==> src/rtl/alu_seq.sv <==
// Multi-cycle ALU for the KGP_RISC execute stage: one-clock logic/arithmetic ops plus
// bit-serial unsigned multiply and restoring divide behind a start/done handshake.
module alu_seq #(
    parameter int WIDTH = 32,
    parameter int SHW   = $clog2(WIDTH)
) (
    input  logic             clk,
    input  logic             rst_n,
    input  logic             start,
    input  logic [3:0]       op,
    input  logic [WIDTH-1:0] inp1,
    input  logic [WIDTH-1:0] inp2,
    output logic             busy,
    output logic             done,
    output logic [WIDTH-1:0] out,
    output logic [WIDTH-1:0] ext_out,
    output logic             cFlag,
    output logic             zFlag,
    output logic             sFlag,
    output logic             oFlag,
    output logic             dzFlag
);

    localparam logic [3:0] OP_ADD  = 4'd0;
    localparam logic [3:0] OP_SUB  = 4'd1;
    localparam logic [3:0] OP_AND  = 4'd2;
    localparam logic [3:0] OP_OR   = 4'd3;
    localparam logic [3:0] OP_XOR  = 4'd4;
    localparam logic [3:0] OP_NOT  = 4'd5;
    localparam logic [3:0] OP_SHL  = 4'd6;
    localparam logic [3:0] OP_SHR  = 4'd7;
    localparam logic [3:0] OP_SRA  = 4'd8;
    localparam logic [3:0] OP_CMP  = 4'd9;
    localparam logic [3:0] OP_MULU = 4'd10;
    localparam logic [3:0] OP_DIVU = 4'd11;

    localparam logic [WIDTH:0] ONE_W = {{WIDTH{1'b0}}, 1'b1};

    typedef enum logic [1:0] {S_IDLE, S_MUL, S_DIV} state_t;

    state_t           state;
    logic [SHW-1:0]   count;
    logic [WIDTH-1:0] hi_reg, lo_reg, b_reg;
    logic [WIDTH-1:0] hi_nxt, lo_nxt;
    logic [WIDTH:0]   msum, dshift, ddiff;
    logic             launch;

    logic [SHW-1:0]          sh_amt;
    logic [WIDTH:0]          add_w, sub_w, shl_w, shr_w;
    logic signed [WIDTH:0]   sra_w;
    logic [WIDTH-1:0]        sc_out;
    logic                    sc_c, sc_o, sc_z, sc_s;

    assign sh_amt = inp2[SHW-1:0];
    assign launch = (state == S_IDLE) && start &&
                    ((op == OP_MULU) || ((op == OP_DIVU) && (inp2 != '0)));

    // One iteration: hi_reg holds partial product high word / partial remainder,
    // lo_reg shifts out multiplier bits / dividend bits and shifts in quotient bits.
    always_comb begin
        msum   = {1'b0, hi_reg} + (lo_reg[0] ? {1'b0, b_reg} : '0);
        dshift = {hi_reg, lo_reg[WIDTH-1]};
        ddiff  = dshift - {1'b0, b_reg};
        if (state == S_DIV) begin
            if (!ddiff[WIDTH]) begin
                hi_nxt = ddiff[WIDTH-1:0];
                lo_nxt = {lo_reg[WIDTH-2:0], 1'b1};
            end else begin
                hi_nxt = dshift[WIDTH-1:0];
                lo_nxt = {lo_reg[WIDTH-2:0], 1'b0};
            end
        end else begin
            hi_nxt = msum[WIDTH:1];
            lo_nxt = {msum[0], lo_reg[WIDTH-1:1]};
        end
    end

    // Shifts carry an extra guard bit so the last bit shifted out lands in a fixed position.
    always_comb begin
        add_w  = {1'b0, inp1} + {1'b0, inp2};
        sub_w  = {1'b0, inp1} + {1'b0, ~inp2} + ONE_W;
        shl_w  = {1'b0, inp1} << sh_amt;
        shr_w  = {inp1, 1'b0} >> sh_amt;
        sra_w  = $signed({inp1, 1'b0}) >>> sh_amt;
        sc_out = '0;
        sc_c   = 1'b0;
        sc_o   = 1'b0;
        case (op)
            OP_ADD: begin
                sc_out = add_w[WIDTH-1:0];
                sc_c   = add_w[WIDTH];
                sc_o   = (inp1[WIDTH-1] == inp2[WIDTH-1]) && (add_w[WIDTH-1] != inp1[WIDTH-1]);
            end
            OP_SUB, OP_CMP: begin
                if (op == OP_SUB) sc_out = sub_w[WIDTH-1:0];
                sc_c = sub_w[WIDTH];
                sc_o = (inp1[WIDTH-1] != inp2[WIDTH-1]) && (sub_w[WIDTH-1] != inp1[WIDTH-1]);
            end
            OP_AND: sc_out = inp1 & inp2;
            OP_OR:  sc_out = inp1 | inp2;
            OP_XOR: sc_out = inp1 ^ inp2;
            OP_NOT: sc_out = ~inp1;
            OP_SHL: begin
                sc_out = shl_w[WIDTH-1:0];
                sc_c   = shl_w[WIDTH];
            end
            OP_SHR: begin
                sc_out = shr_w[WIDTH:1];
                sc_c   = shr_w[0];
            end
            OP_SRA: begin
                sc_out = sra_w[WIDTH:1];
                sc_c   = sra_w[0];
            end
            default: ;
        endcase
        sc_z = (sc_out == '0);
        sc_s = sc_out[WIDTH-1];
        if (op == OP_CMP) begin
            sc_z = (sub_w[WIDTH-1:0] == '0);
            sc_s = sub_w[WIDTH-1];
        end else if (op > OP_DIVU) begin
            sc_z = 1'b0;
        end
    end

    always_ff @(posedge clk) begin
        if (launch) begin
            hi_reg <= '0;
            lo_reg <= inp1;
            b_reg  <= inp2;
        end else if (state != S_IDLE) begin
            hi_reg <= hi_nxt;
            lo_reg <= lo_nxt;
        end
    end

    always_ff @(posedge clk or negedge rst_n) begin
        if (!rst_n) begin
            state   <= S_IDLE;
            count   <= '0;
            busy    <= 1'b0;
            done    <= 1'b0;
            out     <= '0;
            ext_out <= '0;
            cFlag   <= 1'b0;
            zFlag   <= 1'b0;
            sFlag   <= 1'b0;
            oFlag   <= 1'b0;
            dzFlag  <= 1'b0;
        end else begin
            done <= 1'b0;
            case (state)
                S_IDLE: begin
                    if (launch) begin
                        state <= (op == OP_MULU) ? S_MUL : S_DIV;
                        busy  <= 1'b1;
                        count <= SHW'(WIDTH - 1);
                    end else if (start && (op == OP_DIVU)) begin
                        out     <= '1;
                        ext_out <= inp1;
                        cFlag   <= 1'b0;
                        zFlag   <= 1'b0;
                        sFlag   <= 1'b1;
                        oFlag   <= 1'b0;
                        dzFlag  <= 1'b1;
                        done    <= 1'b1;
                    end else if (start) begin
                        out     <= sc_out;
                        ext_out <= '0;
                        cFlag   <= sc_c;
                        zFlag   <= sc_z;
                        sFlag   <= sc_s;
                        oFlag   <= sc_o;
                        dzFlag  <= 1'b0;
                        done    <= 1'b1;
                    end
                end
                default: begin
                    if (count == '0) begin
                        state   <= S_IDLE;
                        busy    <= 1'b0;
                        done    <= 1'b1;
                        out     <= lo_nxt;
                        ext_out <= hi_nxt;
                        cFlag   <= 1'b0;
                        zFlag   <= (state == S_MUL) ? ({hi_nxt, lo_nxt} == '0) : (lo_nxt == '0);
                        sFlag   <= lo_nxt[WIDTH-1];
                        oFlag   <= 1'b0;
                        dzFlag  <= 1'b0;
                    end else begin
                        count <= count - 1'b1;
                    end
                end
            endcase
        end
    end

endmodule

==> config.mk <==
export PLATFORM = sky130hd
export DESIGN_NAME = alu_seq
export DESIGN_NICKNAME = d
export VERILOG_FILES = /design/src/rtl/alu_seq.sv
export SDC_FILE = /design/constraint.sdc
export NUM_CORES = 1
export LEC_CHECK = 0
export ABC_AREA = 1
export CAP_MARGIN = 20
export CORE_AREA = 8 8 223 225
export DETAILED_ROUTE_END_ITERATION = 8
export DIE_AREA = 0 0 231 233
export PLACE_DENSITY = 0.71
export SYNTH_ARGS = -nofsm -noshare
export SYNTH_HDL_FRONTEND = slang
export SYNTH_SLANG_ARGS = --single-unit
==> constraint.sdc <==
create_clock -name clk -period 2.9 [get_ports clk]
set_input_delay 0.435 -clock clk [delete_from_list [all_inputs] [get_ports clk]]
set_output_delay 0.435 -clock clk [all_outputs]
set_load 0.03 [all_outputs]
==> metrics.cfg, run 1 <==
[outcome]
outcome = aborted with a tool error
haltStage = 5_1_grt
error = [ERROR GRT-0232] Routing congestion too high. Check the congestion heatmap in the GUI.

[synth]
seq_area_frac_synth_pct = 19.8
synth_top_family_by_area = simple AND/OR/NAND/NOR gates
synth_flop_cell = dfrtp_1
ys_ff_latch = 174
ys_async_sr_fraction_pct = 44.8
syn_inst = 3912
yosys_warnings = 0
synth_xor_area_share_pct = 1.15
synth_compound_area_share_pct = 16.2
synth-edff-count = 64
syn-num-nets = 4150
synth_cell_types = 61
syn_avg_cell_area_um2 = 5.82
synthMuxAreaShare_pct = 0.264
synth-simple-area-share_pct = 42.5
synth_fa_ha_area_share_pct = 9.31
syn_area_um2 = 22800

[grt]
overflow = 534
grt_max_degree = 79
grt.total_usage_pct = 79.5

[sta]
crit_endpoint = zFlag$_DFFE_PN0P_/D
worst_path_end_type = register input

[place]
gp_congestion = 1.17
port_buffers = 141
hpwl_um = 108000
postPlaceCellArea_um2 = 32100

[clock_network]
clock_path_buffers = 2
cts_max_level = 4
clockRootBuffer = clkbuf_16
hold_buffers = 0
numCtsBuffers = 17
cts.sinks = 174

[floorplan]
row_count = 79
die_y_um = 233
die_width_um = 231
io_pins = 142
start_util_pct = 49.4

cell usage after synthesis (all sizes together) (4+ instances only):
| master | n | area, um^2 |
|---|---|---|
| and3 | 4 | 25.0 |
| nor2 | 361 | 1410 |
| nand3 | 465 | 2370 |
| nand4 | 71 | 444 |
| a221oi | 5 | 43.8 |
| o21a | 15 | 113 |
| nor3 | 46 | 230 |
| dfxtp | 32 | 641 |
| edfxtp | 64 | 1920 |
| dfrtp | 78 | 1950 |
| a21boi | 6 | 45.1 |
| a31oi | 14 | 87.6 |
| o22ai | 34 | 213 |
| o211ai | 12 | 90.1 |
| nand2 | 1255 | 4770 |
| o2111ai | 12 | 105 |
| xor2 | 18 | 158 |
| inv | 479 | 1800 |
| ha | 163 | 2040 |
| a21o | 7 | 52.6 |
| a21oi | 214 | 1100 |
| nand3b | 11 | 82.6 |
| clkbuf | 84 | 317 |
| nor4 | 17 | 106 |
| and2 | 17 | 106 |
| o31ai | 4 | 30.0 |
| mux2i | 6 | 60.1 |
| xnor2 | 12 | 105 |
| or2 | 18 | 113 |
| buf | 64 | 340 |
| a22oi | 5 | 37.5 |
| o21bai | 20 | 150 |
| o21ai | 245 | 1230 |
| o221ai | 35 | 307 |
| fa | 4 | 80.1 |
metrics by stage:
stage	instances	setup WS (ns)
3_5_place_dp	5506	-1.25
4_1_cts	5547	-0.266
2_1_floorplan	3912	0.00377
3_3_place_gp	5506	-1.25
routing by layer:
layer  GRT overflow  track usage (%)
met5              2             38.4
met4            220             80.3
met2            282             92.9
met1             12             78.4
met3             18             68.7
what timing repair did:
| item | in CTS |
|---|---|
| pin swaps | 25 |
| buffers inserted | 8 |
| gates resized for setup | 216 |
| gates cloned | 1 |
| setup endpoints to repair | 206 |
| hold endpoints to repair | 0 |
logic make-up after synthesis:
logic type / Yosys count
muxes: 6
and+or+nand+nor: 2268
adders and majority gates: 167
DFF: 174
xor gates and xnor gates: 30
AOI/OAI and AO/OA: 637
buffers and inverters: 630
==> inputs of run 2 (changes only) <==
--- a/config.mk
+++ b/config.mk
@@ -7,10 +7,10 @@
 export LEC_CHECK = 0
 export ABC_AREA = 1
 export CAP_MARGIN = 20
-export CORE_AREA = 8 8 223 225
+export CORE_AREA = 8 8 265 267
 export DETAILED_ROUTE_END_ITERATION = 8
-export DIE_AREA = 0 0 231 233
-export PLACE_DENSITY = 0.71
+export DIE_AREA = 0 0 273 275
+export PLACE_DENSITY_LB_ADDON = 0.15
 export SYNTH_ARGS = -nofsm -noshare
 export SYNTH_HDL_FRONTEND = slang
 export SYNTH_SLANG_ARGS = --single-unit
==> constraint.sdc (replaced) <==
create_clock -name clk -period 3.8 [get_ports clk]
set_input_delay 0.57 -clock clk [delete_from_list [all_inputs] [get_ports clk]]
set_output_delay 0.57 -clock clk [all_outputs]
set_load 0.03 [all_outputs]
==> run 2 against run 1 <==
Net effect: synthesized cell count unchanged; the run now ends clean; synthesized area unchanged.
==> metrics.cfg, run 2 <==
[detailed_routing]
via_count = 30047
ant_nets = 0
wl_per_cell_um = 25.9
firstDrtPassIters = 6
drt_iter0_drc = 3511
viasPerCell = 5.49
wirelength_um = 142000
drcViolationCount = 0

[worst_setup_path]
reg2reg_setup_slack_ns = 0.25
cp_max_fo = 6
worstSetupPathType = input pin to register
start_kind = input pin
end_kind = register
worstPathRequired_ns = 4.19
critical_path_arrival_ns = 4.09

[synth]
yosysTopAreaCell = nand2_1
synth_flop_cell = dfrtp_1
synth-edff-count = 64  ; unchanged
ys_async_sr_fraction_pct = 44.8  ; unchanged
synth_top_cells_by_count = nand2_1, inv_1, nand3_1
yosysTopAreaCellShare_pct = 20.4  ; unchanged
seq_area_frac_synth_pct = 19.8  ; unchanged
synthTopCellsByArea = nand2_1, nand3_1, ha_1, dfrtp_1, edfxtp_1
syn_avg_cell_area_um2 = 5.82  ; unchanged
synth_most_common_cell = nand2_1
syn-num-nets = 4150  ; unchanged
yosys_warnings = 0  ; unchanged
syn_area_um2 = 22800  ; unchanged
synth_cell_types = 61  ; unchanged
syn_inst = 3912  ; unchanged
ys_ff_latch = 174  ; unchanged

[pwr]
leakagePower_uw = 0.0158
finalPower_uw = 18600
ir_worst_vdd_v = 0.000464
powerDensity_nw_per_um2 = 607

[sta]
worst_pin_slew_ns = 1.03
relSlewSlack_pct = 31.4
min_period_ns = 3.70
slew_viol_final = 0
setup-violations-final = 0
timing.fmax_mhz = 270
hold_viol = 0
finalCritPeriodShare_pct = 97.3
skew_ns = 0.0201

[job]
maxCapViolCount = 0

[clock_network]
clk_latency_ns = 0.46
clock_path_buffers = 2  ; unchanged
numCtsBuffers = 17  ; unchanged
cts_max_level = 4  ; unchanged
cts_tree = built
clockRootBuffer = clkbuf_16
clk_pin_slew_ns = 0.09
cts.sinks = 174  ; unchanged

[cells_and_area]
final_common_cell = nand2_1
drive_gt1_share_pct = 17.5
area_growth_pct = 34.4
final_area_um2 = 30600
final_cell_mix = nand2_1, buf_4, inv_1
final_nets = 4818

[floorplan]
row_count = 95  ; +20%
die_y_um = 275  ; +18%
die_area_um2 = 75100
die_width_um = 273  ; +18%
core_um2 = 66300
start_util_pct = 34.3  ; -15 points
io_pins = 142  ; unchanged

[place]
gp_congestion = 1.06  ; -9.3%
hpwl_um = 122000  ; +12%
postPlaceCellArea_um2 = 29800  ; -6.9%
port_buffers = 141  ; unchanged

[grt]
antenna_found_initial = 4
grt.total_usage_pct = 36.2
grt_max_degree = 65
overflow = 0
grt_pass1_vias = 28189
grt_pass1_wl_um = 198000

[outcome]
outcome = finished, final reports clean

[hold_path]
hp-class = input pin to asynchronous set/reset pin

run 2: cell families after synthesis:
logic type      synth area share [%]
simple gates                    42.5
compound gates                  16.2
buf+inv                         10.8
flops                           19.8
fa+ha+maj                       9.31
xor+xnor                        1.15
mux                            0.264
run 2: layout make-up:
class                      count  area (um^2)
fill                        7347        35700
multi-input combinational   3108        15900
timing repair buffer         797         6610
sequential                   174         4510
inverter                     482         1810
tap                          873         1090
clock buffer                  17          425
clock inverter                15          218
antenna                        4         10.0
run 2: worst max-delay path, cell delays in order:
cell	delay, ns
clkdlybuf4s50_1	0.61
inv_1	0.16
ha_1	0.39
buf_4	0.20
a21oi_1	0.20
o21ai_1	0.16
a21oi_1	0.40
nand3_1	0.24
nor2_1	0.14
nor2_1	0.07
nor2_1	0.19
nand3_1	0.09
nor2_1	0.12
nand3_1	0.09
nor2_1	0.11
nand2_1	0.06
nand2_1	0.14
nand2_1	0.07
nand3_1	0.08
run 2: where the power goes:
part / leakage (uW) / internal (uW) / switching [uW]
Combinational: 0.0137 / 4660 / 8590
Sequential: 0.00186 / 2810 / 601
Clock: 0.000308 / 925 / 1010
Total: 0.0158 / 8390 / 10200
run 2: per-layer routing:
layer,global-route usage (%),wire (um),vias to the layer above
li1,-,-,14291
met1,44.0,55300,13990
met2,60.0,65200,1442
met3,3.93,9680,320
met4,24.8,11500,4
met5,0,27,-
run 2: final timing paths:
kind,startpoint,to,cells after the start
worst max-delay path,inp1[16],zFlag$_DFFE_PN0P_,19
worst min-delay path,rst_n,ext_out[7]$_DFFE_PN0P_,1
worst max register to register,lo_reg[31]$_DFFE_PP_,zFlag$_DFFE_PN0P_,25
worst min register to register,dzFlag$_DFFE_PN0P_,dzFlag$_DFFE_PN0P_,2
max in group asynchronous,rst_n,out[18]$_DFFE_PN0P_,2
min in group clk,dzFlag$_DFFE_PN0P_,dzFlag$_DFFE_PN0P_,2
run 2: repair_timing:
action,4_1_cts,5_1_grt
hold buffers,0,0
buffers inserted,0,1
endpoints found under the hold margin,0,0
setup endpoints to repair,1,3
pin swaps,0,1
gates resized for setup,4,41
run 2: through the flow:
step / cells / util, % / hold slack (ns) / setup slack (ns) / TNS, ns
floorplan: 3912 / - / 0.274 / 0.542 / 0
global placement: 5433 / 45.0 / 0.457 / -0.553 / -4.21
detailed placement: 5433 / 45.0 / 0.463 / -0.527 / -3.97
CTS: 5465 / 45.9 / 0.291 / 0.00614 / 0
global route: 5466 / 46.1 / 0.323 / -0.00246 / -0.00246
finish: 5470 / 46.2 / 0.253 / 0.101 / 0
No activity file was read; power rests on OpenSTA's default activity.
